==> src/rtl/cc_threshold_comparator_pkg.sv <==
// rtl/cc_threshold_comparator_pkg.sv - compare mode constants and compare helper
// Package cc_threshcmp_pkg: mode encodings and cmp_eval(a, b, mode).
// Build option: CC_THRESHCMP_SIGNED_EN makes the ordered modes (LT/LE/GT/GE) signed.
// Operands are widened by the caller to CMP_OPND_W bits, so the helper is width-agnostic.
package cc_threshcmp_pkg;

  localparam int CMP_MODE_W = 3;
  localparam int CMP_OPND_W = 64;

  localparam logic [CMP_MODE_W-1:0] CMP_LT = 3'd0;
  localparam logic [CMP_MODE_W-1:0] CMP_LE = 3'd1;
  localparam logic [CMP_MODE_W-1:0] CMP_GT = 3'd2;
  localparam logic [CMP_MODE_W-1:0] CMP_GE = 3'd3;
  localparam logic [CMP_MODE_W-1:0] CMP_EQ = 3'd4;
  localparam logic [CMP_MODE_W-1:0] CMP_NE = 3'd5;

  typedef logic [CMP_OPND_W-1:0] cmp_opnd_t;

  // Returns (a OP b); the reserved modes 6/7 always give 0.
  function automatic logic cmp_eval(input cmp_opnd_t a, input cmp_opnd_t b,
                                    input logic [CMP_MODE_W-1:0] mode);
    logic isLt;
    logic isEq;
`ifdef CC_THRESHCMP_SIGNED_EN
    isLt = $signed(a) < $signed(b);
`else
    isLt = a < b;
`endif
    isEq = (a == b);
    case (mode)
      CMP_LT:  cmp_eval = isLt;
      CMP_LE:  cmp_eval = isLt | isEq;
      CMP_GT:  cmp_eval = ~(isLt | isEq);
      CMP_GE:  cmp_eval = ~isLt;
      CMP_EQ:  cmp_eval = isEq;
      CMP_NE:  cmp_eval = ~isEq;
      default: cmp_eval = 1'b0;
    endcase
  endfunction

endpackage

==> src/rtl/cc_threshold_comparator_if.sv <==
// rtl/cc_threshold_comparator_if.sv - sample/result bus of the threshold comparator
// Interface cc_threshold_comparator_if
//   master: drives clear_In, valid_In, mode_InBUS, data_InBUS, thresh_InBUS; reads outputs
//   slave : the comparator; drives valid_Out, result_OutBUS, flag_OutBUS, rise_OutBUS
interface cc_threshold_comparator_if #(
  parameter int NUMBER_DATAWIDTH = 8,
  parameter int NUMBER_CHANNELS  = 4
);
  import cc_threshcmp_pkg::*;

  logic                                      CC_THRESHCMP_clear_In;
  logic                                      CC_THRESHCMP_valid_In;
  logic [CMP_MODE_W-1:0]                     CC_THRESHCMP_mode_InBUS;
  logic [NUMBER_CHANNELS*NUMBER_DATAWIDTH-1:0] CC_THRESHCMP_data_InBUS;
  logic [NUMBER_CHANNELS*NUMBER_DATAWIDTH-1:0] CC_THRESHCMP_thresh_InBUS;
  logic                                      CC_THRESHCMP_valid_Out;
  logic [NUMBER_CHANNELS-1:0]                CC_THRESHCMP_result_OutBUS;
  logic [NUMBER_CHANNELS-1:0]                CC_THRESHCMP_flag_OutBUS;
  logic [NUMBER_CHANNELS-1:0]                CC_THRESHCMP_rise_OutBUS;

  modport master (
    output CC_THRESHCMP_clear_In, CC_THRESHCMP_valid_In, CC_THRESHCMP_mode_InBUS,
           CC_THRESHCMP_data_InBUS, CC_THRESHCMP_thresh_InBUS,
    input  CC_THRESHCMP_valid_Out, CC_THRESHCMP_result_OutBUS,
           CC_THRESHCMP_flag_OutBUS, CC_THRESHCMP_rise_OutBUS
  );

  modport slave (
    input  CC_THRESHCMP_clear_In, CC_THRESHCMP_valid_In, CC_THRESHCMP_mode_InBUS,
           CC_THRESHCMP_data_InBUS, CC_THRESHCMP_thresh_InBUS,
    output CC_THRESHCMP_valid_Out, CC_THRESHCMP_result_OutBUS,
           CC_THRESHCMP_flag_OutBUS, CC_THRESHCMP_rise_OutBUS
  );

endinterface

==> src/rtl/cc_threshold_comparator_channel.sv <==
// rtl/cc_threshold_comparator_channel.sv - one comparator channel with persistence filter
// Module cc_threshcmp_channel
//   clk, rst        : clock, synchronous active-high reset
//   clear, valid    : synchronous clear, sample strobe
//   mode, data, thresh : compare operation and operands
//   result          : registered raw compare result
//   flag            : raw result filtered over NUMBER_PERSIST consecutive samples
//   rise            : one-cycle pulse on flag 0->1
// Build option: CC_THRESHCMP_SIGNED_EN selects two's complement operands.
module cc_threshcmp_channel
  import cc_threshcmp_pkg::*;
#(
  parameter int NUMBER_DATAWIDTH = 8,
  parameter int NUMBER_PERSIST   = 3
) (
  input  logic                        clk,
  input  logic                        rst,
  input  logic                        clear,
  input  logic                        valid,
  input  logic [CMP_MODE_W-1:0]       mode,
  input  logic [NUMBER_DATAWIDTH-1:0] data,
  input  logic [NUMBER_DATAWIDTH-1:0] thresh,
  output logic                        result,
  output logic                        flag,
  output logic                        rise
);

  localparam int NUMBER_CNTWIDTH = $clog2(NUMBER_PERSIST + 1);
  localparam logic [NUMBER_CNTWIDTH-1:0] CNT_LAST = NUMBER_CNTWIDTH'(NUMBER_PERSIST - 1);

  logic [NUMBER_CNTWIDTH-1:0] cnt;
  cmp_opnd_t                  dataExt;
  cmp_opnd_t                  threshExt;
  logic                       raw;

  // Widening keeps the sign in the signed build so the wide compare matches the narrow one.
  always_comb begin
`ifdef CC_THRESHCMP_SIGNED_EN
    dataExt   = CMP_OPND_W'($signed(data));
    threshExt = CMP_OPND_W'($signed(thresh));
`else
    dataExt   = CMP_OPND_W'(data);
    threshExt = CMP_OPND_W'(thresh);
`endif
    raw = cmp_eval(dataExt, threshExt, mode);
  end

  // cnt counts consecutive valid samples that disagree with flag; it never passes CNT_LAST.
  always_ff @(posedge clk) begin
    if (rst) begin
      cnt    <= '0;
      flag   <= 1'b0;
      rise   <= 1'b0;
      result <= 1'b0;
    end else if (clear) begin
      cnt  <= '0;
      flag <= 1'b0;
      rise <= 1'b0;
    end else if (valid) begin
      result <= raw;
      rise   <= 1'b0;
      if (raw == flag) begin
        cnt <= '0;
      end else if (cnt == CNT_LAST) begin
        flag <= raw;
        rise <= raw;
        cnt  <= '0;
      end else begin
        cnt <= cnt + 1'b1;
      end
    end else begin
      rise <= 1'b0;
    end
  end

endmodule

==> src/rtl/cc_threshold_comparator.sv <==
// rtl/cc_threshold_comparator.sv - multi-channel threshold comparator top
// Module cc_threshold_comparator
//   CC_THRESHCMP_CLOCK_50     : clock
//   CC_THRESHCMP_RESET_InHigh : synchronous active-high reset
//   bus (slave modport)       : clear/valid/mode/data/thresh in; valid/result/flag/rise out
// Build option: CC_THRESHCMP_SIGNED_EN selects signed ordered comparisons.
module cc_threshold_comparator
  import cc_threshcmp_pkg::*;
#(
  parameter int NUMBER_DATAWIDTH = 8,
  parameter int NUMBER_CHANNELS  = 4,
  parameter int NUMBER_PERSIST   = 3
) (
  input  logic                          CC_THRESHCMP_CLOCK_50,
  input  logic                          CC_THRESHCMP_RESET_InHigh,
  cc_threshold_comparator_if.slave      bus
);

  logic                       validOutReg;
  logic [NUMBER_CHANNELS-1:0] resultVec;
  logic [NUMBER_CHANNELS-1:0] flagVec;
  logic [NUMBER_CHANNELS-1:0] riseVec;

  always_ff @(posedge CC_THRESHCMP_CLOCK_50) begin
    if (CC_THRESHCMP_RESET_InHigh || bus.CC_THRESHCMP_clear_In) begin
      validOutReg <= 1'b0;
    end else begin
      validOutReg <= bus.CC_THRESHCMP_valid_In;
    end
  end

  for (genvar c = 0; c < NUMBER_CHANNELS; c++) begin : gCh
    cc_threshcmp_channel #(
      .NUMBER_DATAWIDTH(NUMBER_DATAWIDTH),
      .NUMBER_PERSIST  (NUMBER_PERSIST)
    ) uCh (
      .clk   (CC_THRESHCMP_CLOCK_50),
      .rst   (CC_THRESHCMP_RESET_InHigh),
      .clear (bus.CC_THRESHCMP_clear_In),
      .valid (bus.CC_THRESHCMP_valid_In),
      .mode  (bus.CC_THRESHCMP_mode_InBUS),
      .data  (bus.CC_THRESHCMP_data_InBUS[c*NUMBER_DATAWIDTH +: NUMBER_DATAWIDTH]),
      .thresh(bus.CC_THRESHCMP_thresh_InBUS[c*NUMBER_DATAWIDTH +: NUMBER_DATAWIDTH]),
      .result(resultVec[c]),
      .flag  (flagVec[c]),
      .rise  (riseVec[c])
    );
  end

  assign bus.CC_THRESHCMP_valid_Out     = validOutReg;
  assign bus.CC_THRESHCMP_result_OutBUS = resultVec;
  assign bus.CC_THRESHCMP_flag_OutBUS   = flagVec;
  assign bus.CC_THRESHCMP_rise_OutBUS   = riseVec;

endmodule
==> src/flat_wrapper.sv <==
// flat-port wrapper written by rule: the top's interface ports become plain ports
module cc_threshold_comparator_flat import cc_threshcmp_pkg::*;
#(
  parameter int NUMBER_DATAWIDTH = 8,
  parameter int NUMBER_CHANNELS  = 4,
  parameter int NUMBER_PERSIST   = 3
)
  (CC_THRESHCMP_CLOCK_50, CC_THRESHCMP_RESET_InHigh, bus_CC_THRESHCMP_clear_In, bus_CC_THRESHCMP_valid_In, bus_CC_THRESHCMP_mode_InBUS, bus_CC_THRESHCMP_data_InBUS, bus_CC_THRESHCMP_thresh_InBUS, bus_CC_THRESHCMP_valid_Out, bus_CC_THRESHCMP_result_OutBUS, bus_CC_THRESHCMP_flag_OutBUS, bus_CC_THRESHCMP_rise_OutBUS);
  cc_threshold_comparator_if #(.NUMBER_DATAWIDTH(NUMBER_DATAWIDTH), .NUMBER_CHANNELS(NUMBER_CHANNELS)) bus_i ();
  input  logic CC_THRESHCMP_CLOCK_50;
  input  logic CC_THRESHCMP_RESET_InHigh;
  input wire logic [$bits(bus_i.CC_THRESHCMP_clear_In)-1:0] bus_CC_THRESHCMP_clear_In;
  input wire logic [$bits(bus_i.CC_THRESHCMP_valid_In)-1:0] bus_CC_THRESHCMP_valid_In;
  input wire logic [$bits(bus_i.CC_THRESHCMP_mode_InBUS)-1:0] bus_CC_THRESHCMP_mode_InBUS;
  input wire logic [$bits(bus_i.CC_THRESHCMP_data_InBUS)-1:0] bus_CC_THRESHCMP_data_InBUS;
  input wire logic [$bits(bus_i.CC_THRESHCMP_thresh_InBUS)-1:0] bus_CC_THRESHCMP_thresh_InBUS;
  output wire logic [$bits(bus_i.CC_THRESHCMP_valid_Out)-1:0] bus_CC_THRESHCMP_valid_Out;
  output wire logic [$bits(bus_i.CC_THRESHCMP_result_OutBUS)-1:0] bus_CC_THRESHCMP_result_OutBUS;
  output wire logic [$bits(bus_i.CC_THRESHCMP_flag_OutBUS)-1:0] bus_CC_THRESHCMP_flag_OutBUS;
  output wire logic [$bits(bus_i.CC_THRESHCMP_rise_OutBUS)-1:0] bus_CC_THRESHCMP_rise_OutBUS;
  assign bus_i.CC_THRESHCMP_clear_In = bus_CC_THRESHCMP_clear_In;
  assign bus_i.CC_THRESHCMP_valid_In = bus_CC_THRESHCMP_valid_In;
  assign bus_i.CC_THRESHCMP_mode_InBUS = bus_CC_THRESHCMP_mode_InBUS;
  assign bus_i.CC_THRESHCMP_data_InBUS = bus_CC_THRESHCMP_data_InBUS;
  assign bus_i.CC_THRESHCMP_thresh_InBUS = bus_CC_THRESHCMP_thresh_InBUS;
  assign bus_CC_THRESHCMP_valid_Out = bus_i.CC_THRESHCMP_valid_Out;
  assign bus_CC_THRESHCMP_result_OutBUS = bus_i.CC_THRESHCMP_result_OutBUS;
  assign bus_CC_THRESHCMP_flag_OutBUS = bus_i.CC_THRESHCMP_flag_OutBUS;
  assign bus_CC_THRESHCMP_rise_OutBUS = bus_i.CC_THRESHCMP_rise_OutBUS;
  cc_threshold_comparator #(.NUMBER_DATAWIDTH(NUMBER_DATAWIDTH), .NUMBER_CHANNELS(NUMBER_CHANNELS), .NUMBER_PERSIST(NUMBER_PERSIST)) u_core (.CC_THRESHCMP_CLOCK_50(CC_THRESHCMP_CLOCK_50), .CC_THRESHCMP_RESET_InHigh(CC_THRESHCMP_RESET_InHigh), .bus(bus_i));
endmodule
==> config.mk <==
export PLATFORM = sky130hd
export DESIGN_NAME = cc_threshold_comparator_flat
export DESIGN_NICKNAME = d
export VERILOG_FILES = /design/src/rtl/cc_threshold_comparator_pkg.sv /design/src/rtl/cc_threshold_comparator_if.sv /design/src/rtl/cc_threshold_comparator_channel.sv /design/src/rtl/cc_threshold_comparator.sv /design/src/flat_wrapper.sv
export SDC_FILE = /design/constraint.sdc
export NUM_CORES = 1
export LEC_CHECK = 0
export CORE_MARGIN = 1
export CORE_UTILIZATION = 45
export DETAILED_ROUTE_END_ITERATION = 8
export GPL_TIMING_DRIVEN = 1
export PLACE_DENSITY = 0.83
export SLEW_MARGIN = 0
export SYNTH_ARGS = -nofsm -noshare
export SYNTH_HDL_FRONTEND = slang
export SYNTH_SLANG_ARGS = --single-unit
==> constraint.sdc <==
create_clock -name CC_THRESHCMP_CLOCK_50 -period 3.55 [get_ports CC_THRESHCMP_CLOCK_50]
set_input_delay 0.71 -clock CC_THRESHCMP_CLOCK_50 [delete_from_list [all_inputs] [get_ports CC_THRESHCMP_CLOCK_50]]
set_output_delay 0.71 -clock CC_THRESHCMP_CLOCK_50 [all_outputs]
set_load 0.1 [all_outputs]
==> impl_metrics.toml <==
[worst_setup_path]
r2r_slack_ns = 2.30
critPathMaxFanout = 5
critPathLaunch = "bus_CC_THRESHCMP_thresh_InBUS[29]"
crit_path_end = "u_core.gCh[3].uCh.flag"
worstPathRequired_ns = 3.72
end_kind = "flip-flop"
crit_type = "in -> reg"
crit_path_top_delay_cell = "clkdlybuf4s50_1"
startpoint_type = "primary input"
crit_family = "compound AO/OA/AOI/OAI gates"
reg2reg_to = "u_core.gCh[0].uCh.cnt[0]"
cp_cell_sequence = "clkdlybuf4s50_1 > inv_1 > ha_1 > a211o_1 > a21oi_1 > a22oi_1 > a21o_1 > and3_1 > a311oi_1"
arrival_ns = 2.88
r2r_start = "u_core.gCh[0].uCh.flag"
path_depth = 9
reg2reg_depth = 4
slowest_delay_ns = 0.46
path_buf_inv = 2

[synthesis]
synth_edf_count = 0
yosysWarnings = 0
ys_ff_latch = 21
syn_nets = 363
synth_common_cells = "inv_1 (36), ha_1 (32), dfxtp_1 (21), nor2_1 (21), nand3_1 (17)"
synth_most_common_cell = "inv_1"
ys.flop_type = "dfxtp_1"
synth_top_area_share_pct = 20.2
synth_top_cell_by_area = "dfxtp_1"
seq_area_frac_synth_pct = 20.2
syn_inst = 260
synthesis.area_um2 = 2090
yosysUniqueCellTypes = 48
synth_area_per_cell_um2 = 8.02
synthArstFlopShare_pct = 0
yosys-top-cells-area = "dfxtp_1 (20%), ha_1 (19%), inv_1 (6.5%), buf_4 (4.3%), nand3_1 (4.1%)"

[finish]
fin_area_um2 = 2920
fin_cells = 385
area_growth_pct = 39.8
drive_gt1_share_pct = 5.41
diodes = 0
multi_input_area_um2 = 1400
nets = 437
regArea_um2 = 420
fillers = 374

[drt]
remaining_drc_errors = 0
via_count = 2122
post_drt_wl_per_cell_um = 12.3
vias_per_cell = 5.51
drt_wl_total_um = 4730
drtIter0Drc = 104
postRouteAntennaNets = 0
firstDrtPassIters = 4

[sta]
finalSetupViolCount = 0
max_freq_mhz = 368
rsz0062_at_grt = "no"
fin_tns_setup_ns = 0
slew_viol_final = 0
fin_skew_ns = 0.00414
period_needed_ns = 2.71
worstMarginPinSlew_ns = 0.968
hold_viol = 0
period_share_pct = 76.5
worst_slack_ns = 0.836
relSlewSlack_pct = 35.2

[global_routing]
grt_pass1_wl_um = 8440
grt_pass1_vias = 2075
overflow = 0
antenna_found_initial = 0
grt.total_usage_pct = 20.5
grt_max_degree = 19

[pwr]
power_leakage_nw = 1.23
ir_drop_uv = 164
power_density_nw_per_um2 = 227

[placed_design]
place.gp.congestion = 0.812
place_area_um2 = 2870
post-dp-hpwl_um = 3980
dp_slack_ns = 0.561
numPortBuffers = 83
placed_cells = 381

[die]
start_util_pct = 47.3
num_rows = 24
die_h_um = 70.1
io_pins = 84
core-area_um2 = 4410
die-area_um2 = 4910
die_width_um = 70.1

[clock_network]
cts_tree = "done"
cts_resized = 0
htreeDepth = 1
clock-sinks = 21
clockBufferDepth = 2
cts-root-buf = "clkbuf_8"
cts_buffers = 3
cts_setup_buffers = 0
postCtsHoldBufs = 0
path_clk_slew_ns = 0.08
clk_latency_ns = 0.26

[status]
status = "finished, final reports clean"

[worst_hold_path]
hp-class = "reg -> reg"

[job]
cap_violations = 0
==> how the worst min path moves through the flow <==
stage                                   startpoint                  endpoint  slack (ns)  depth (start not counted)
final                     u_core.gCh[0].uCh.result  u_core.gCh[0].uCh.result        0.50                          2
after CTS                 u_core.gCh[0].uCh.result  u_core.gCh[0].uCh.result        0.50                          2
after global routing      u_core.gCh[1].uCh.result  u_core.gCh[1].uCh.result        0.54                          2
after global placement    u_core.gCh[2].uCh.result  u_core.gCh[2].uCh.result        0.49                          2
after detailed placement  u_core.gCh[0].uCh.result  u_core.gCh[0].uCh.result        0.49                          2
after floorplan           u_core.gCh[0].uCh.result  u_core.gCh[0].uCh.result        0.47                          2
==> report_power, final <==
| group | internal [mW] | total [mW] | switching, mW |
|---|---|---|---|
| registers | 0.241 | 0.245 | 0.00402 |
| logic | 0.136 | 0.261 | 0.126 |
| clock network | 0.0799 | 0.156 | 0.0762 |
| total | 0.456 | 0.662 | 0.206 |
==> layout make-up <==
| type | instances | share of cell area (%) |
|---|---|---|
| multi-input combinational | 186 | 48.1 |
| inverter | 37 | 4.76 |
| timing repair buffer | 85 | 28.9 |
| clock buffer | 4 | 1.55 |
| tap | 52 | 2.23 |
| sequential | 21 | 14.4 |
==> layer usage <==
| layer | wire (um) | GRT usage, % |
|---|---|---|
| met1 | 2000 | 23.0 |
| met4 | 61 | 3.56 |
| met2 | 2460 | 39.5 |
| met3 | 214 | 4.33 |
| met5 | 0 | 0 |
==> cells by family after synthesis <==
logic type                 count (synthesis)  share of synthesized area [%]
AOI/OAI and AO/OA                         54                           19.5
and+or+nand+nor                           97                           27.3
buffers and inverters                     53                           12.6
xor gates and xnor gates                   3                           1.26
DFF                                       21                           20.2
adders and majority gates                 32                           19.2
==> worst register-to-register path, cell delays in order, from the launching register on <==
cell and delay [ns]:
dfxtp_1 0.41, and2b_1 0.17, nand4b_1 0.09, or3_2 0.41, o211ai_1 0.10
==> stage by stage <==
stage          power (mW)  util (%)  hold WS [ns]
5_1_grt             0.704      66.0         0.543
4_1_cts             0.664      66.0         0.502
2_1_floorplan       0.403         -         0.473
3_3_place_gp        0.505      65.0         0.492
6_report            0.662      66.0         0.498
3_5_place_dp        0.512      65.0         0.492
==> registers in the layout, indices dropped and copies added, names as in the netlist <==
signal                             count
u_core.gCh.uCh.flag                    4
u_core.bus.CC_THRESHCMP_valid_Out      1
u_core.gCh.uCh.cnt                     8
u_core.gCh.uCh.rise                    4
u_core.gCh.uCh.result                  4
==> placed cells by master, fill, tap and decap left out, types with 10 or more instances in the layout <==
master            n
a21oi_1          11
clkdlybuf4s50_1  82
dfxtp_1          21
ha_1             32
inv_1            36
nand3_1          17
nand4_1          13
nor2_1           21
o211ai_1         10
No activity file was read; power rests on OpenSTA's default activity.
==> patch 1: new RTL, config.mk and constraints unchanged <==
Add a define of `CC_THRESHCMP_SIGNED_EN`.
--- a/src/rtl/cc_threshold_comparator_pkg.sv
+++ b/src/rtl/cc_threshold_comparator_pkg.sv
@@ -2,6 +2,8 @@
 // Package cc_threshcmp_pkg: mode encodings and cmp_eval(a, b, mode).
 // Build option: CC_THRESHCMP_SIGNED_EN makes the ordered modes (LT/LE/GT/GE) signed.
 // Operands are widened by the caller to CMP_OPND_W bits, so the helper is width-agnostic.
+`define CC_THRESHCMP_SIGNED_EN
+
 package cc_threshcmp_pkg;
 
   localparam int CMP_MODE_W = 3;
Behaviour: not the same (Yosys sat finds a counterexample within 4 cycles, from zero or initial values and one cycle with CC_THRESHCMP_RESET_InHigh high).
==> patch 1 against the unedited design <==
- sequential cell count unchanged
- global-route usage decreased by 1.5 points
- wire length decreased by 6.6%
- hold slack got worse by 0.012 ns
- setup slack got worse by 0.33 ns
- design area decreased by 1.0%
- non-clock buffer count unchanged
- area after synthesis decreased by 1.6%
- power decreased by 0.58%
- first-iteration DRC count decreased by 12%
- via count decreased by 1.4%
- largest power group unchanged
==> patch 1: results (changes against the unedited design) <==
* First-pass GRT wire length at 7760 um (-8.1%)
* Compound-cell area share of the yosys netlist at 21.1% (+1.6 points)
* Reg2reg start: u_core.gCh[1].uCh.cnt[0]
* Reg2reg end: u_core.gCh[1].uCh.cnt[0]
* Layout cells sized above 1 at 3.89% (-1.5 points)
* Post-DP HPWL at 3740 um (-6.0%)
* RD Place Congestion at 0.733 (-9.7%)
* Clk Latency, worst-skew pair at 0.26 ns (about the same)
* Post-Synth XOR/XNOR Area at 1.28% (+0.020 points)
* CP arrival at 3.20 ns (+0.32 ns)
* GR Util All Layers at 19.0% (-1.5 points)
* Hold path cells at 2 (unchanged)
* Skew final at 0.00111 ns (-0.00303 ns)
* Post-synthesis sequential area ratio at 20.5% (+0.32 points)
* Synth top cells by count: inv_1, ha_1, dfxtp_1
* R2R cell count at 3 (-1)
* Leakage power at 1.20 nW (-2.2%)
* Rel. slew slack at 35.7% (+0.47 points)
* Worst Hold Path EP: u_core.gCh[0].uCh.cnt[0]
* Fin crit period at 3.05 ns (+0.334 ns)
* Routed wire per std cell at 11.5 um (-6.8%)
* Area post-placement at 2840 um^2 (-1.0%)
* Adder-Cell Fraction of Synth Area at 19.5% (+0.30 points)
* Largest net degree at the start of global routing at 23 (+4)
* Place WS at 0.211 ns (-0.350 ns)
* Vias in the first global route at 1992 (-4.0%)
* Outcome: finished, final reports clean
* Vias at 2093 (-1.4%)
* Max VDD drop at 0.000101 V (-39%)
* Initial DRC Count at 92 (-12%)
* Post-synth cell types at 44 (-8.3%)
==> patch 1: changes by cell type after synthesis, sizes merged, moves of 8 or more <==
cell / before / now
nand2: 4 / 15
nand3: 18 / 0
nor2: 21 / 13
o21ai: 1 / 9
a21oi: 11 / 19
==> patch 1: layout make-up <==
type                       instances  area [um^2]  area share [%]
multi-input combinational        186         1370            47.4
sequential                        21          420            14.6
tap                               52         65.1            2.25
inverter                          38          143            4.94
clock buffer                       4         45.0            1.56
timing repair buffer              85          843            29.2
==> patch 1: cells by family after synthesis <==
group | after synthesis
AND/OR/NAND/NOR | 87
AO/OA/AOI/OAI | 64
buffers and inverters | 57
adder cells (fa/ha/maj) | 32
flip-flops | 21
XOR/XNOR | 3
==> patch 1: layer usage <==
layer | up-vias | GRT usage, % | wire length, um | share of wire, %
li1 | 1087 | - | - | -
met1 | 937 | 21.8 | 1970 | 44
met2 | 64 | 35.6 | 2190 | 49
met3 | 5 | 2.47 | 223 | 5.0
met4 | 0 | 6.35 | 43 | 0.97
met5 | - | 0 | 0 | 0
==> patch 1: worst max path at each step <==
stage / start / endpoint / cells past startpoint
after global routing: bus_CC_THRESHCMP_thresh_InBUS[7] / u_core.gCh[0].uCh.cnt[0] / 10
after CTS: bus_CC_THRESHCMP_thresh_InBUS[7] / u_core.gCh[0].uCh.cnt[1] / 10
final: bus_CC_THRESHCMP_thresh_InBUS[7] / u_core.gCh[0].uCh.cnt[1] / 10
after detailed placement: bus_CC_THRESHCMP_thresh_InBUS[7] / u_core.gCh[0].uCh.cnt[1] / 10
after floorplan: bus_CC_THRESHCMP_thresh_InBUS[7] / u_core.gCh[0].uCh.cnt[0] / 9
after global placement: bus_CC_THRESHCMP_thresh_InBUS[7] / u_core.gCh[0].uCh.cnt[1] / 10
==> patch 1: power by group <==
part,internal [mW],switching [mW],total (mW)
Clock,0.0800,0.0756,0.156
Combinational,0.135,0.123,0.258
Sequential,0.241,0.00356,0.245
==> patch 1: through the flow <==
step | hold slack (ns) | instances | power [mW]
2_1_floorplan | 0.443 | 264 | 0.399
3_3_place_gp | 0.455 | 382 | 0.503
3_5_place_dp | 0.482 | 382 | 0.510
4_1_cts | 0.493 | 386 | 0.662
5_1_grt | 0.525 | 386 | 0.704
6_report | 0.486 | 386 | 0.658
==> patch 1: worst max-delay path: stages <==
cell and delay, ns:
clkdlybuf4s50_1 0.45, inv_1 0.04, ha_1 0.37, nand4_2 0.18, or3_4 0.42, a221oi_1 0.26
a211oi_1 0.08, o211a_1 0.26, xor2_1 0.17, o41ai_1 0.26
==> patch 2: new RTL, same settings <==
Made on the original files. Reset style: asynchronous (`rst`), changed in one clocked block. Comments in the files are not updated.
--- a/src/rtl/cc_threshold_comparator_channel.sv
+++ b/src/rtl/cc_threshold_comparator_channel.sv
@@ -46,7 +46,7 @@
   end
 
   // cnt counts consecutive valid samples that disagree with flag; it never passes CNT_LAST.
-  always_ff @(posedge clk) begin
+  always_ff @(posedge clk or posedge rst) begin
     if (rst) begin
       cnt    <= '0;
       flag   <= 1'b0;
Function: differs if CC_THRESHCMP_RESET_InHigh is asserted again (counterexample within 4 cycles, from zero or initial values and one cycle with CC_THRESHCMP_RESET_InHigh high); with CC_THRESHCMP_RESET_InHigh held inactive, the same outputs for 10 cycles.
==> patch 2 against the unedited design <==
- wire length grew 3.3%
- power up 11%
- combinational power increased by 22%
- sequential cell count unchanged
- count of clock-buffer cells in the layout is 1 lower
- design area is 5.8% higher
- setup slack better by 0.041 ns
- die area increased by 6.9%
- area after synthesis increased by 7.1%
- highest routed layer unchanged
==> patch 2: results (changes against the unedited design) <==
* Outcome: finished, final reports clean
* Rel. slew slack at 35.8% (+0.54 points)
* Async set-or-reset flop fraction in the synthesized netlist at 95.2% (+95 points)
* Rows at 25 (+4.2%)
* Via density at 5.34 (-3.1%)
* Adder-Cell Fraction of Synth Area at 17.9% (-1.3 points)
* Layout clock area frac at 1.50% (-0.043 points)
* Non-clock buffering overhead at 27.4% (-1.6 points)
* GRT met2 Usage at 33.7% (-5.8 points)
* Leakage power at 1.36 nW (+11%)
* Skew final at 0.00423 ns (+0.0000941 ns)
* Sequential cell area share at 16.9% (+2.5 points)
* GR Util All Layers at 19.4% (-1.1 points)
* Met1 WL at 2250 um (+13%)
* Compound-cell area share of the yosys netlist at 18.3% (-1.2 points)
* Initial DRC Count at 107 (+2.9%)
* Top cells by area, synth: dfrtp_1, ha_1, inv_1
* Post-synthesis sequential area ratio at 23.3% (+3.1 points)
* Met2 Routed Length at 2330 um (-5.4%)
* Fin nets at 449 (+2.7%)
* RD Place Congestion at 0.768 (-5.4%)
* Post-synth cell types at 36 (-25%)
* GR Util met1 at 24.5% (+1.5 points)
* Synth top cells by count: inv_1, ha_1, a21oi_1
* Max VDD drop at 0.000149 V (-9.2%)
* Post-DP HPWL at 4180 um (+5.2%)
* Predominant post-synthesis flop cell: dfrtp_1
* Post-Route WL at 4890 um (+3.3%)
* Place WS at 0.610 ns (+0.0490 ns)
* Logic inverters at 33 (-11%)
* Fill cells at 416 (+11%)
* Post-Place Cells at 408 (+7.1%)
* Post-Synth XOR/XNOR Area at 0% (-1.3 points)
* Largest net degree at the start of global routing at 21 (+2)
* Crit Path Max Fanout at 4 (-1)
* Multi-input combinational area share at 47.5% (-0.59 points)
* Final Util at 64.8% (-1.2 points)
* First-pass GRT wire length at 8250 um (-2.3%)
* Syn Inst Count at 273 (+5.0%)
## patch 2: path summary, 6_finish.rpt
kind | start | to | slack, ns | cells past startpoint
min in group asynchronous | CC_THRESHCMP_RESET_InHigh | u_core.gCh[1].uCh.result | 0.90 | 2
setup reg to reg | u_core.gCh[3].uCh.cnt[1] | u_core.gCh[3].uCh.cnt[1] | 2.18 | 2
max in group asynchronous | CC_THRESHCMP_RESET_InHigh | u_core.gCh[3].uCh.cnt[1] | 2.19 | 2
hold / removal | u_core.gCh[1].uCh.result | u_core.gCh[1].uCh.result | 0.48 | 2
setup / recovery | bus_CC_THRESHCMP_thresh_InBUS[25] | u_core.gCh[3].uCh.cnt[0] | 0.88 | 9
hold reg to reg | u_core.gCh[1].uCh.result | u_core.gCh[1].uCh.result | 0.48 | 2
## patch 2: where the power goes
part	total, mW	internal [mW]	switching (mW)
Clock	0.157	0.0782	0.0784
Sequential	0.259	0.250	0.00823
Combinational	0.318	0.147	0.171
